**src/rtl/seg_pkg.sv**
```systemverilog
// Shared constants and types for the 7-segment scan controller.
// Segment vectors are active-high {a,b,c,d,e,f,g}.
package seg_pkg;

    localparam int NUM_DIGITS = 4;

    localparam logic [6:0] SEG_BLANK = 7'b000_0000;

    // Packed so entry 0 sits in the low bits; index with the hex nibble.
    localparam logic [15:0][6:0] HEX_SEG = {
        7'b100_0111,  // F
        7'b100_1111,  // E
        7'b011_1101,  // d
        7'b100_1110,  // C
        7'b001_1111,  // b
        7'b111_0111,  // A
        7'b111_1011,  // 9
        7'b111_1111,  // 8
        7'b111_0000,  // 7
        7'b101_1111,  // 6
        7'b101_1011,  // 5
        7'b011_0011,  // 4
        7'b111_1001,  // 3
        7'b110_1101,  // 2
        7'b011_0000,  // 1
        7'b111_1110   // 0
    };

    typedef enum logic [0:0] {
        BLANK = 1'b0,
        DRIVE = 1'b1
    } scan_state_e;

endpackage

```
**src/rtl/seg_scan_ctrl_if.sv**
```systemverilog
// Load handshake between the data source (master) and the scan controller (slave).
interface seg_scan_ctrl_if;

    logic        load_valid;
    logic        load_ready;
    logic [15:0] load_data;

    modport master (
        output load_valid,
        output load_data,
        input  load_ready
    );

    modport slave (
        input  load_valid,
        input  load_data,
        output load_ready
    );

endinterface

```
**src/rtl/seg_scan_ctrl_hex_to_seg.sv**
```systemverilog
// Combinational hex nibble to 7-segment decoder driven by the shared table.
module hex_to_seg
    import seg_pkg::*;
(
    input  logic [3:0] nibble,
    output logic [6:0] seg
);

    assign seg = HEX_SEG[nibble];

endmodule

```
**src/rtl/seg_scan_ctrl.sv**
```systemverilog
// 4-digit multiplexed 7-segment scan controller with double-buffered load.
// Optional build macro LEADING_ZERO_BLANK_EN suppresses leading zero digits.
module seg_scan_ctrl
    import seg_pkg::*;
#(
    parameter int TICK_DIV     = 50000,
    parameter int BLANK_CYCLES = 500
) (
    input  logic                  clk,
    input  logic                  rst_n,
    seg_scan_ctrl_if.slave        load,
    output logic [NUM_DIGITS-1:0] anodes,
    output logic [6:0]            segments,
    output logic [1:0]            digit_idx,
    output logic                  frame_done
);

    localparam int CW = $clog2(TICK_DIV);

    logic [CW-1:0] cnt;
    scan_state_e   state;
    logic [15:0]   display;
    logic [15:0]   pending;
    logic          pending_full;

    logic          slot_end;
    logic          boundary;
    logic          accept;
    logic [3:0]    nibble;
    logic [6:0]    dec_seg;
    logic [6:0]    drive_seg;

    assign slot_end = (cnt == CW'(TICK_DIV - 1));
    assign boundary = slot_end && (digit_idx == 2'd3);

    // The commit cycle never accepts, so pending is stable while it is copied.
    assign load.load_ready = !pending_full && !boundary;
    assign accept          = load.load_valid && load.load_ready;

    assign nibble = display[{digit_idx, 2'b00} +: 4];

    hex_to_seg u_dec (
        .nibble (nibble),
        .seg    (dec_seg)
    );

`ifdef LEADING_ZERO_BLANK_EN
    logic upper_zero;
    assign upper_zero = ((display >> {digit_idx, 2'b00}) == 16'h0000);
    assign drive_seg  = (digit_idx != 2'd0 && upper_zero) ? SEG_BLANK : dec_seg;
`else
    assign drive_seg  = dec_seg;
`endif

    // Slot timing and digit sequencing
    always_ff @(posedge clk or negedge rst_n) begin
        if (!rst_n) begin
            cnt       <= '0;
            digit_idx <= 2'd0;
            state     <= BLANK;
        end else begin
            if (slot_end) begin
                cnt       <= '0;
                digit_idx <= digit_idx + 2'd1;
            end else begin
                cnt <= cnt + 1'b1;
            end

            if (state == BLANK && cnt == CW'(BLANK_CYCLES - 1))
                state <= DRIVE;
            else if (slot_end)
                state <= BLANK;
        end
    end

    // Double buffer: display only changes on the frame boundary
    always_ff @(posedge clk or negedge rst_n) begin
        if (!rst_n) begin
            display      <= 16'h0000;
            pending      <= 16'h0000;
            pending_full <= 1'b0;
        end else if (boundary && pending_full) begin
            display      <= pending;
            pending_full <= 1'b0;
        end else if (accept) begin
            pending      <= load.load_data;
            pending_full <= 1'b1;
        end
    end

    // Registered pin-facing outputs
    always_ff @(posedge clk or negedge rst_n) begin
        if (!rst_n) begin
            anodes     <= '0;
            segments   <= SEG_BLANK;
            frame_done <= 1'b0;
        end else begin
            anodes     <= (state == DRIVE) ? (NUM_DIGITS'(1) << digit_idx) : '0;
            segments   <= (state == DRIVE) ? drive_seg : SEG_BLANK;
            frame_done <= boundary;
        end
    end

endmodule

```
**src/flat_wrapper.sv**
```systemverilog
// flat-port wrapper written by rule: the top's interface ports become plain ports
module seg_scan_ctrl_flat import seg_pkg::*;
#(
    parameter int TICK_DIV     = 50000,
    parameter int BLANK_CYCLES = 500
)
  (clk, rst_n, anodes, segments, digit_idx, frame_done, load_load_valid, load_load_data, load_load_ready);
  seg_scan_ctrl_if load_i ();
  input  logic clk;
  input  logic rst_n;
  output logic [NUM_DIGITS-1:0] anodes;
  output logic [6:0] segments;
  output logic [1:0] digit_idx;
  output logic frame_done;
  input wire logic [$bits(load_i.load_valid)-1:0] load_load_valid;
  input wire logic [$bits(load_i.load_data)-1:0] load_load_data;
  output wire logic [$bits(load_i.load_ready)-1:0] load_load_ready;
  assign load_i.load_valid = load_load_valid;
  assign load_i.load_data = load_load_data;
  assign load_load_ready = load_i.load_ready;
  seg_scan_ctrl #(.TICK_DIV(TICK_DIV), .BLANK_CYCLES(BLANK_CYCLES)) u_core (.clk(clk), .rst_n(rst_n), .load(load_i), .anodes(anodes), .segments(segments), .digit_idx(digit_idx), .frame_done(frame_done));
endmodule
```
**config.mk**
```make
export PLATFORM = sky130hd
export DESIGN_NAME = seg_scan_ctrl_flat
export DESIGN_NICKNAME = d
export VERILOG_FILES = /design/src/rtl/seg_pkg.sv /design/src/rtl/seg_scan_ctrl_if.sv /design/src/rtl/seg_scan_ctrl_hex_to_seg.sv /design/src/rtl/seg_scan_ctrl.sv /design/src/flat_wrapper.sv
export SDC_FILE = /design/constraint.sdc
export NUM_CORES = 1
export LEC_CHECK = 0
export CAP_MARGIN = 25
export CELL_PAD_IN_SITES_DETAIL_PLACEMENT = 1
export CELL_PAD_IN_SITES_GLOBAL_PLACEMENT = 1
export CORE_ASPECT_RATIO = 0.8
export CORE_MARGIN = 8
export CORE_UTILIZATION = 45
export CTS_CLUSTER_DIAMETER = 150
export DETAILED_ROUTE_END_ITERATION = 12
export HOLD_SLACK_MARGIN = 0.1
export PLACE_DENSITY = 0.79
export SLEW_MARGIN = 15
export SYNTH_ARGS = -nofsm -noshare
export SYNTH_HDL_FRONTEND = slang
export SYNTH_SLANG_ARGS = --single-unit
export TNS_END_PERCENT = 100
```
**constraint.sdc**
```tcl
create_clock -name clk -period 2.9 [get_ports clk]
set_input_delay 0.58 -clock clk [delete_from_list [all_inputs] [get_ports clk]]
set_output_delay 0.58 -clock clk [all_outputs]
set_load 0.005 [all_outputs]
```
* Yosys cells after proc, flatten, opt, wreduce, memory -nomap -nowiden
Memories as Yosys holds them, arrays and structs flattened.
Index checks and enable logic that the tools add are counted.
Widths: inputs -> output; s select.
** Storage, ports and cells
- Register bits :: 64
- ROM bits :: 112
- Bits of input ports :: 19
- Memories kept :: 1
** Memory list
- (no name shown) :: depth 16, bits a word 7, rd ports 1, clocked after memory_dff 0, wr ports 0, RTL line seg_scan_ctrl_hex_to_seg.sv:9 : assign seg = HEX_SEG[nibble];
** Operators by class
- $lt $le $gt $ge :: 1
- Shifts and indexed selects :: 2
- $add $sub $neg :: 2
- Bitwise logic cells :: 2
- Reductions and logical operators :: 10
- Equal/unequal tests :: 3
- Mux-type cells :: 8
** Operator list (number)
- $add 16x1->16 const B :: 1
- $eq 16x16->1 const B :: 1
- $eq 16x9->1 const B :: 1
- $mux 16 :: 1
- $shiftx 16x5->4 :: 1
- $mux 7 :: 2
- $logic_and 1x1->1 :: 5
- $lt 4x5->1 const B :: 1
- $mux 1 :: 4
- $mux 4 :: 1
- $reduce_bool 2->1 :: 2
- $shl 1x2->4 const A :: 1
- $add 2x1->2 const B :: 1
- $eq 2x2->1 const B :: 1
- $logic_not 1->1 :: 2
- $not 1->1 :: 2
- $reduce_and 2->1 :: 1

* Depth between registers and ports, before layout
Gate-level depths: netlist (run 1).
- Depth in word-level cells :: 7
- Mapped depth :: 7
- Gate-level depth less buffers :: 6

* By module
A second synthesis (run 1) with hierarchy kept.
** Unflattened totals
- Cell total of the unflattened synthesis :: 227
- Area total of the unflattened synthesis :: 3044.2 sq um
** By module, submodules not included
- seg_scan_ctrl :: area each 2756.4 sq um, times used 1, cells each 194, sequential area each 1601.5 sq um
- hex_to_seg :: area each 287.8 sq um, times used 1, cells each 33, sequential area each 0.0 sq um

* Least setup slack after synthesis (run 1)
OpenSTA, ideal clock, no wires.
- Kind :: register to register
- From :: reg u_core.cnt[0]
- To :: reg u_core.display[0]
- Setup time :: 125 ps
- Arrival time :: 2048 ps
- Path slack :: 728 ps
- Data required time :: 2775 ps
- Path buffers :: 1
- Period minus slack after synthesis :: 2172 ps
- Cell stages (with the launch flop) :: 7
- Path through :: dfrtp_1 > ha_1 > nand3_2 > or3_4 > nor4_4 > buf_6 > mux2_2
** Between the ends
- Word-level cells in the longest chain between the ends :: 3
** RTL lines
- from (decl) :: RTL line seg_scan_ctrl.sv:20 : logic [CW-1:0] cnt;
- from (signal assigned) :: RTL line seg_scan_ctrl.sv:66 : cnt <= cnt + 1'b1;
- $eq 16x16->1 :: RTL line seg_scan_ctrl.sv:33 : assign slot_end = (cnt == CW'(TICK_DIV - 1));
- $logic_and 1x1->1 :: RTL line seg_scan_ctrl.sv:34 : assign boundary = slot_end && (digit_idx == 2'd3);
- $logic_and 1x1->1 :: RTL line seg_scan_ctrl.sv:82 : end else if (boundary && pending_full) begin
- to (signal assigned) :: RTL line seg_scan_ctrl.sv:83 : display <= pending;
- to (decl) :: RTL line seg_scan_ctrl.sv:22 : logic [15:0] display;
Every way passes these cells.
A chain may end at the register's enable or synchronous reset.

* Worst setup path in the final report (run 1)
- From :: reg u_core.cnt[1]
- To :: out load_load_ready
** Between the ends
- Word-level cells in the longest chain between the ends :: 4
** RTL lines
- $eq 16x16->1 :: RTL line seg_scan_ctrl.sv:33
- $logic_and 1x1->1 :: RTL line seg_scan_ctrl.sv:34
- net u_core.boundary :: RTL line seg_scan_ctrl.sv:27 : logic boundary;
- $logic_not 1->1 :: RTL line seg_scan_ctrl.sv:37 : assign load.load_ready = !pending_full && !boundary;
- $logic_and 1x1->1 :: RTL line seg_scan_ctrl.sv:37
- to (decl) :: RTL line flat_wrapper.sv:17 : output wire logic [$bits(load_i.load_ready)-1:0] load_load_ready;
The timed path passes the listed nets, and every way through them passes these cells.

==> results of run 1 <==
==> cells by family after synthesis <==
group / after synthesis / synth area share [%]
xor+xnor: 14 / 4.179
flops: 64 / 54.58
buf+inv: 16 / 3.198
simple gates: 64 / 11.64
mux: 40 / 18.08
compound gates: 15 / 3.625
fa+ha+maj: 11 / 4.691
==> synthesized netlist by cell type (all sizes together) (2+ instances only) <==
cell type | instances | area [um^2]
mux4 | 4 | 90.09
nor2b | 2 | 12.51
mux2 | 34 | 420.4
a211oi | 2 | 15.01
xnor2 | 7 | 61.31
mux2i | 2 | 20.02
and2 | 3 | 18.77
nand3 | 5 | 30.03
nor3 | 3 | 15.01
xor2 | 7 | 61.31
inv | 7 | 26.28
dfrtp | 64 | 1602
nor2 | 21 | 78.83
a21oi | 4 | 20.02
o31ai | 2 | 15.01
nor3b | 3 | 22.52
nor4 | 5 | 46.29
nand4 | 5 | 31.28
nand2 | 12 | 45.04
clkbuf | 3 | 11.26
ha | 11 | 137.6
buf | 5 | 52.55
==> state kept, by name, indices dropped and copies added (netlist names) <==
register / flops
u_core.frame_done: 1
u_core.cnt: 16
u_core.anodes: 4
u_core.pending: 16
u_core.pending_full: 1
u_core.segments: 7
u_core.state: 1
u_core.digit_idx: 2
u_core.display: 16
==> through the flow <==
stage	total power, uW	instance area, um^2
after detailed placement	1012	3358
after global routing	1776	3602
after global placement	1007	3358
after floorplan	958.9	2934
final	1720	3602
after CTS	1734	3567
==> power groups by stage <==
stage	Combinational (uW)	Sequential [uW]	Clock (uW)
final	70.1	924	726
after global routing	78.6	925	772
after CTS	72.2	924	738
after detailed placement	72.0	940	0
after global placement	68.4	939	0
after floorplan	23.8	935	0
==> what timing repair did <==
| action | in CTS | in global routing |
|---|---|---|
| hold buffers | 0 | 0 |
| resized for setup | 3 | 4 |
| pin swaps | 0 | 0 |
| endpoints found under the setup margin | 1 | 1 |
| hold endpoints to repair | 0 | 0 |
==> layer usage <==
metal / track usage, % / up-vias / part of all wire, %
li1: - / 872 / -
met1: 19.04 / 946 / 48
met2: 23.70 / 34 / 46
met3: 5.750 / 6 / 3.9
met4: 6.115 / 0 / 1.9
met5: 0 / - / 0
==> cells in the final DEF (no fill, tap or decap), types with 2 or more instances in the layout <==
cell	count
a211oi_1	2
ha_1	10
nor2_1	21
mux2i_1	2
clkbuf_8	13
nand3_1	4
xnor2_1	7
mux4_2	4
nor2b_1	2
dfrtp_1	63
clkdlybuf4s50_1	32
nor4_1	2
nand4_1	5
nor3_1	3
mux2_4	10
buf_4	5
inv_1	7
a21oi_1	4
xor2_1	7
mux2_2	24
nor4_4	2
o31ai_1	2
and2_1	3
nand2_1	11
nor3b_1	3
==> path summary, 6_finish.rpt <==
path / start / to / cells after the start
worst max-delay path: u_core.cnt[1]$_DFF_PN0_ / load_load_ready / 6
worst min-delay path: rst_n / u_core.pending[9]$_DFFE_PN0P_ / 1
worst max register to register: u_core.cnt[1]$_DFF_PN0_ / u_core.pending[6]$_DFFE_PN0P_ / 6
worst min register to register: u_core.pending[2]$_DFFE_PN0P_ / u_core.display[2]$_DFFE_PN0N_ / 1
max in group asynchronous: rst_n / u_core.cnt[11]$_DFF_PN0_ / 2
min in group clk: u_core.pending[2]$_DFFE_PN0P_ / u_core.display[2]$_DFFE_PN0N_ / 1
==> area by class of cell <==
type	instances	area (um^2)	share of cell area [%]
inverters	8	30.03	0.8336
well taps	84	105.1	2.918
multi-input cells	144	1275	35.39
flip-flops and latches	64	1603	44.49
repair buffers	40	397.9	11.05
clock inverters	2	12.51	0.3473
clock buffers	13	178.9	4.967
==> summary.txt, run 1 <==
Run status
  – Run status: finished clean

CTS
  – Clock Latency Late Sink: 0.34 ns
  – H-tree depth: 3
  – Clk slew on worst S/H paths: 0.07 ns
  – Num Clock Sinks: 64
  – Clock buffer depth: 2
  – Buffer cell driving the clock tree root: clkbuf_8
  – Clock buffer count from CTS: 9
  – Clock tree from TritonCTS: built
  – Buffers inserted during post-CTS setup optimization: 0

Drt
  – Via density per instance: 5.234
  – Drt first-iter violations: 61
  – Count of nets left with antenna violations after detail routing: 0
  – Post-route DRC violation count: 0
  – Wire length per cell after detailed routing: 17.64 um
  – Number of iterations in the first detailed-routing pass: 4
  – Routed vias: 1858
  – Post-Route WL: 6.261 mm

STA
  – Setup_tns: 0 ns
  – Fin worst setup slack: 0.1154 ns
  – Maximum frequency from static timing analysis: 0.3591 GHz
  – Post-layout min period: 2.785 ns
  – Max-slew violation count: 0
  – Normalized max-slew margin: 51.92%
  – Count of endpoints failing setup in the final report: 0
  – Post-route fraction of the period consumed by the critical path: 96.02%
  – Max Clock Skew: 0.005513 ns
  – RSZ-0062 raised after global routing: no
  – Final hold violations: 0
  – Smallest hold slack: 0.2989 ns
  – Transition at the pin with the smallest max-transition slack: 0.7213 ns

Critical path
  – Nature of the critical path startpoint: flip-flop
  – Worst path top cell family by delay: simple AND/OR/NAND/NOR gates
  – Max stage delay on crit path: 0.45 ns
  – CP cell instances: ha_4 -> nand3_2 -> or3_4 -> nor4_4 -> nor2_1 -> clkdlybuf4s50_1
  – Highest net fanout along the worst path: 5
  – Required time reported for the critical path endpoint: 2.32 ns
  – Cell type of the slowest stage on the worst timing path: clkdlybuf4s50_1
  – Category of the most critical setup path: flip-flop to output pin
  – Count of buffering cells on the critical path with inverters included: 1
  – Crit path capture type: output pin
  – Setup slack of the worst register-to-register path: 0.62 ns
  – Data arrival time at the worst-slack endpoint: 2.20 ns

Place
  – Final HPWL from detailed placement: 4.404 mm
  – Worst slack at placement: 0.1842 ns
  – Placed Instances: 339
  – Gp weighted congestion: 0.8095
  – Input/output buffers: 33

Pwr
  – Clk pwr share: 42.2%
  – Logic pwr share: 4.1%
  – Part of the power in registers: 53.7%
  – Leakage power: 0.001634 uW
  – Maximum ir drop on the vdd rail: 203.5 uV
  – Switching power summed over all nets: 366.2 uW
  – Power density over cell area: 477.4 nW/um^2
  – Internal power summed over all cells: 1353 uW
  – Net Sw Frac: 21.30%

Floorplanning
  – Total Die Area: 9376 um^2
  – Core area: 6344 um^2
  – Starting Density: 46.25%
  – Die height: 88.22 um
  – Die width: 106.3 um
  – Number of I/O pins: 34
  – Site Rows: 26

Global route
  – Via count of the first global-routing pass: 2134
  – Global-route total usage across every layer: 15.30%
  – Total congestion overflow: 0
  – Pin count of the biggest net entering global routing: 36
  – First-pass GRT wire length: 11.14 mm
  – Antenna violations before repair: 0

Synthesis
  – Number of synthesized flops with an enable pin: 0
  – Syn_area_per_cell: 13.10 um^2
  – Fraction of the yosys area taken by sequential cells: 54.58%
  – Netlist Area Pre-Place: 2934 um^2
  – Prevailing post-synth register cell: dfrtp_1
  – Synthesized netlist cell count: 224
  – Count of distinct cell types in the synthesized netlist: 40
  – Total of warnings raised by yosys: 0
  – Asr flop ratio synth: 100.0%
  – Synthesized net count: 254
  – Synthesis-stage register bit count: 64

Finish
  – Net count of the finished layout: 297
  – Number of diodes: 0
  – Fraction of layout instances using a drive strength above 1: 25.83%
  – Post-route insts no fill: 355
  – Area added between synthesis and finish: 22.77%
  – Filler cell count: 642
  – Core Util, Final: 56.79%

Hold path
  – Worst min-delay path category: input pin to async pin

Job
  – Max-cap violations: 0
(Power assumes the default switching activity.)
==> run 2, diff against run 1 <==
CORE_UTILIZATION = 49   (was 45)
CTS_CLUSTER_SIZE = 28   (was unset)
PLACE_DENSITY = 0.85   (was 0.79)
clock period = 3.3 ns   (was 2.9 ns; I/O delays follow)
==> run 2 against run 1 <==
  * Clock skew barely moved
  * Utilization rose by 3.7 points
  * Global-route usage rose by 2.5 points
  * Sequential cell count did not move
  * Cell area fell by 1.7%
  * Via count rose by 3.7%
  * Clock-buffer cell count fell by 2
  * Worst setup slack got worse by 0.0038 ns
  * Critical path type unchanged
  * Critical endpoint unchanged
==> summary.txt, run 2 (synthesis results as in run 1) <==
STA
  – Fin worst setup slack: 0.1116 ns (-0.003772 ns)
  – Transition at the pin with the smallest max-transition slack: 0.5798 ns (-0.1415 ns)
  – Max Clock Skew: 0.005302 ns (-0.0002112 ns)
  – Setup_tns: 0 ns (unchanged)
  – Max-slew violation count: 0 (unchanged)
  – Final hold violations: 0 (unchanged)
  – RSZ-0062 raised after global routing: no
  – Maximum frequency from static timing analysis: 0.3136 GHz
  – Post-route fraction of the period consumed by the critical path: 96.62%
  – Count of endpoints failing setup in the final report: 0 (unchanged)
  – Post-layout min period: 3.188 ns
  – Normalized max-slew margin: 61.35% (+9.4 points)

CTS
  – Clk slew on worst S/H paths: 0.07 ns (about the same)
  – Num Clock Sinks: 64 (unchanged)
  – Clock tree from TritonCTS: built
  – H-tree depth: 3 (unchanged)
  – Buffers inserted during post-CTS setup optimization: 0 (unchanged)
  – Hold Buf Count CTS: 0 (unchanged)
  – Clock Latency Late Sink: 0.35 ns (about the same)
  – Clock buffer count from CTS: 9 (unchanged)
  – Buffer cell driving the clock tree root: clkbuf_8
  – Clock buffer depth: 2 (unchanged)

Place
  – Worst slack at placement: 0.4590 ns (+0.2748 ns)
  – Final HPWL from detailed placement: 4.459 mm (+1.3%)
  – Gp weighted congestion: 0.8752 (+8.1%)
  – Placed Area: 3327 um^2 (-0.93%)
  – Placed Instances: 334 (-1.5%)
  – Input/output buffers: 33 (unchanged)

Finish
  – Design area: 3540 um^2 (-1.7%)
  – Fraction of layout instances using a drive strength above 1: 23.79% (-2.0 points)
  – Filler cell count: 612 (-4.7%)
  – Core Util, Final: 60.51% (+3.7 points)
  – Number of diodes: 0 (unchanged)
  – Net count of the finished layout: 294 (-1.0%)
  – Post-route insts no fill: 350 (-1.4%)
  – Top flop regs: u_core.cnt x16, u_core.display x16, u_core.pending x16
  – Area added between synthesis and finish: 20.64%
  – Most used cells in the layout excluding fill and tap cells: dfrtp_1 (64), clkdlybuf4s50_1 (32), mux2_2 (24), nor2_1 (21), nand2_1 (12)
  – Commonest non-fill, non-tap cell in the layout: dfrtp_1

Job
  – Max-cap violations: 0 (unchanged)

Floorplanning
  – Number of I/O pins: 34 (unchanged)
  – Starting Density: 50.16% (+3.9 points)
  – Total Die Area: 8735 um^2 (-6.8%)
  – Site Rows: 25 (-3.8%)
  – Die height: 85.21 um (-3.4%)
  – Core area: 5849 um^2 (-7.8%)
  – Die width: 102.5 um (-3.5%)

Hold path
  – Worst min-delay path category: input pin to async pin

Drt
  – Routed vias: 1927 (+3.7%)
  – Post-route DRC violation count: 0 (unchanged)
  – Wire length per cell after detailed routing: 19.89 um (+13%)
  – Via density per instance: 5.506 (+5.2%)
  – Drt first-iter violations: 89 (+46%)
  – Post-Route WL: 6.961 mm (+11%)
  – Number of iterations in the first detailed-routing pass: 4 (unchanged)
  – Count of nets left with antenna violations after detail routing: 0 (unchanged)

Critical path
  – R2R depth: 6 (unchanged)
  – Data arrival time at the worst-slack endpoint: 2.53 ns (+0.33 ns)
  – Category of the most critical setup path: flip-flop to output pin
  – CP cell instances: ha_1 -> nand3_2 -> or3_4 -> nor4_2 -> nor2_1 -> clkdlybuf4s50_1
  – Cell type of the slowest stage on the worst timing path: clkdlybuf4s50_1
  – Highest net fanout along the worst path: 5 (unchanged)
  – Nature of the critical path startpoint: flip-flop
  – Max stage delay on crit path: 0.48 ns (+0.03 ns)
  – Required time reported for the critical path endpoint: 2.64 ns (+0.32 ns)
  – Crit path capture type: output pin

Global route
  – Via count of the first global-routing pass: 2232 (+4.6%)
  – Pin count of the biggest net entering global routing: 48 (+33%)
  – Antenna violations before repair: 0 (unchanged)
  – First-pass GRT wire length: 11.74 mm (+5.4%)
  – Total congestion overflow: 0 (unchanged)
  – Global-route total usage across every layer: 17.78% (+2.5 points)

Pwr
  – Power density over cell area: 442.5 nW/um^2 (-7.3%)
  – Leakage power: 0.001596 uW (-2.4%)
  – Maximum ir drop on the vdd rail: 271.2 uV (+33%)

Run status
  – Run status: finished clean
[run 2: cell type report]
| cell class | instances | area [um^2] | area share [%] |
|---|---|---|---|
| inverters | 8 | 30.03 | 0.8484 |
| multi-input cells | 144 | 1245 | 35.17 |
| clock inverters | 5 | 55.05 | 1.555 |
| well taps | 81 | 101.3 | 2.863 |
| clock buffers | 11 | 151.4 | 4.277 |
| repair buffers | 37 | 355.3 | 10.04 |
| flip-flops and latches | 64 | 1602 | 45.25 |
[run 2: timing repair]
item                       in CTS  in global routing
gates resized for setup         1                  0
setup endpoints to repair       1                  0
hold endpoints to repair        0                  0
[run 2: through the flow]
stage	power (uW)	hold WS, ns
after floorplan	842.6	0.3644
after global placement	883.3	0.4885
after detailed placement	887.5	0.4913
after CTS	1583	0.2339
after global routing	1610	0.2634
final	1566	0.2309
[run 2: final timing paths]
kind                                                    start                        endpoint  slack [ns]
worst min register to register  u_core.pending[0]$_DFFE_PN0P_   u_core.display[0]$_DFFE_PN0N_        0.51
worst min-delay path                                    rst_n   u_core.pending[9]$_DFFE_PN0P_        0.23
max in group asynchronous                               rst_n        u_core.cnt[10]$_DFF_PN0_        2.16
min in group clk                u_core.pending[0]$_DFFE_PN0P_   u_core.display[0]$_DFFE_PN0N_        0.51
worst max-delay path                  u_core.cnt[0]$_DFF_PN0_                 load_load_ready        0.11
worst max register to register        u_core.cnt[0]$_DFF_PN0_  u_core.display[14]$_DFFE_PN0N_        0.99
[run 2: metal layers]
metal	routed length (um)	GRT usage [%]	vias to the layer above	part of all wire, %
li1	-	-	864	-
met3	387	4.661	11	5.6
met5	0	0	-	0
met2	3558	29.39	53	51
met1	2857	21.41	999	41
met4	157	7.048	0	2.3
[run 2: worst max-delay path, delay by kind of cell (launching register included)]
family                   cells  cell delay (ns)
adder cells (fa/ha/maj)      1             0.29
buffers and inverters        1             0.48
flip-flops                   1             0.42
AND/OR/NAND/NOR              4             1.00
[run 2: report_power, final]
group	internal, uW	switching, uW	leakage [uW]
clock	387	308	0.000101
sequential	801	10.9	0.000860
combinational	36.8	22.7	0.000634
==> RTL edit (flow settings as in run 2) <==
Set the package constant `NUM_DIGITS` to 2 (it was 4).
--- a/src/rtl/seg_pkg.sv
+++ b/src/rtl/seg_pkg.sv
@@ -2,7 +2,7 @@
 // Segment vectors are active-high {a,b,c,d,e,f,g}.
 package seg_pkg;
 
-    localparam int NUM_DIGITS = 4;
+    localparam int NUM_DIGITS = 2;
 
     localparam logic [6:0] SEG_BLANK = 7'b000_0000;
 
Ports: changed (resized anodes); port bits go from 34 to 32. The function was not compared with the original's and may differ.
==> RTL edit against run 2 <==
Non-clock buffer count decreased by 2; cell area decreased by 2.2%; first-iteration DRC count decreased by 53%; routed wire length decreased by 11%; global-route usage decreased by 1.8 points; power increased by 2.6%; sequential power decreased by 2%; critical path depth decreased by 1; sequential cell count decreased by 2; die area decreased by 2.4%; area after synthesis decreased by 2.9%; worst setup slack improved by 38 ps; highest routed layer unchanged.
==> RTL edit: results (changes against run 2) <==
status=completed (unchanged); met3 WL=304 µm (was 387 µm); final wirelength=6.20 mm (was 6.96 mm); global placer's final weighted congestion=0.865 (was 0.875); Area after DPL=3240 µm² (was 3330 µm²); Port Buffer Count=31 (was 33); Clock Skews=7.31 ps (was 5.30 ps); Final nets=287 (was 294); DR vias/cell=5.43 (was 5.51); synthesized net count=250 (was 254); first-pass GRT wire length=10.3 mm (was 11.7 mm); Resize count post-CTS=0 (was 1); DR WL met2=2.94 mm (was 3.56 mm); top cells by area, synth=dfrtp_1 54%, mux2_2 9.5%, ha_1 4.4% (was dfrtp_1 55%, mux2_2 9.2%, mux2_4 5.1%); pre-CTS setup slack=506 ps (was 459 ps); routed length on met1=2.86 mm (about the same); initial DRC count=42 (was 89); fill cell count=596 (was 612); leakage=1.54 nW (was 1.60 nW); detailed-placement wirelength estimate=4.43 mm (was 4.46 mm); post-synthesis sequential area ratio=0.544 (was 0.546); largest net degree at the start of global routing=33 (was 48); number of global-route vias before repair=2015 (was 2232); clock root cell=clkbuf_8 (unchanged); Pre-antenna DRT Iters=4 (unchanged); VDD IR max=0.000276 V (was 0.000271 V); biggest regs=u_core.cnt (16), u_core.display (16), u_core.pending (16) (unchanged); arrival time worst endpoint=2490 ps (was 2530 ps); Synth cell types=39 (was 40); Slew HR=0.520 (was 0.613); total track usage=0.160 (was 0.178); FF-to-FF path depth=4 (was 6); post-synth top area share=0.544 (was 0.546); worst skew pair latency=350 ps (about the same); commonest cells in the netlist=62 x dfrtp_1, 24 x mux2_2, 16 x nor2_1, 10 x ha_1, 10 x mux2_1 (was 64 x dfrtp_1, 24 x mux2_2, 21 x nor2_1, 12 x nand2_1, 11 x ha_1); top layer in use=met4 (unchanged); max_cap viols=0 (unchanged); share of layout cells above drive strength 1=0.205 (was 0.238); peak fanout along the critical path=8 (was 5)
## RTL edit: cell types whose count changed in the layout (fill, tap and decap cells not counted), sizes merged, moves of 3 or more
cell	delta
nand2	-3
clkinv	-3
o21ai	+3
nor3b	-3
nand3	+4
nor2	-5
## RTL edit: critical path, cell delays in order (launching register included)
cell	delay (ps)
dfrtp_1	470
or4b_2	680
nor4_1	270
and2_1	210
nor2_1	70
clkdlybuf4s50_1	450
## RTL edit: metrics by stage
step | util | cells
6_report | 0.601 | 344
3_5_place_dp | 0.562 | 328
4_1_cts | 0.601 | 344
2_1_floorplan | - | 221
5_1_grt | 0.601 | 344
3_3_place_gp | 0.562 | 328
## RTL edit: worst paths after layout
kind / slack, ps / end / startpoint
worst min register to register: 490 / u_core.display[1]$_DFFE_PN0N_ / u_core.pending[1]$_DFFE_PN0P_
worst max register to register: 1020 / u_core.display[7]$_DFFE_PN0N_ / u_core.cnt[11]$_DFF_PN0_
worst min-delay path: 360 / u_core.cnt[8]$_DFF_PN0_ / rst_n
max in group asynchronous: 2210 / u_core.cnt[14]$_DFF_PN0_ / rst_n
min in group clk: 490 / u_core.display[1]$_DFFE_PN0N_ / u_core.pending[1]$_DFFE_PN0P_
worst max-delay path: 150 / load_load_ready / u_core.cnt[4]$_DFF_PN0_
## RTL edit: cell families (layout without fill, tap and decap cells)
kind of cell / Yosys count / count (layout) / share of synthesized area
AOI/OAI and AO/OA: 16 / 16 / 0.0395
xor gates and xnor gates: 14 / 14 / 0.0430
adders and majority gates: 10 / 10 / 0.0439
buffers and inverters: 15 / 57 / 0.0255
DFF: 62 / 62 / 0.544
muxes: 40 / 40 / 0.173
and+or+nand+nor: 64 / 64 / 0.131
## RTL edit: layout make-up
type                       instances  area (µm²)  area share
inverter                           6        22.5     0.00651
timing repair buffer              35         335      0.0969
multi-input combinational        144        1230       0.354
tap                               81         101      0.0293
sequential                        62        1550       0.448
clock inverter                     5        82.6      0.0239
clock buffer                      11         141      0.0409
## RTL edit: where the power goes
group | switching (mW) | internal [mW] | total [mW]
sequential | 0.0116 | 0.783 | 0.794
combinational | 0.0234 | 0.0358 | 0.0592
clock | 0.308 | 0.446 | 0.754
total | 0.343 | 1.26 | 1.61
## RTL edit: metal layers
metal	vias up	global-route usage
li1	860	-
met1	951	0.202
met2	46	0.242
met3	11	0.0579
met4	0	0.0621
met5	-	0
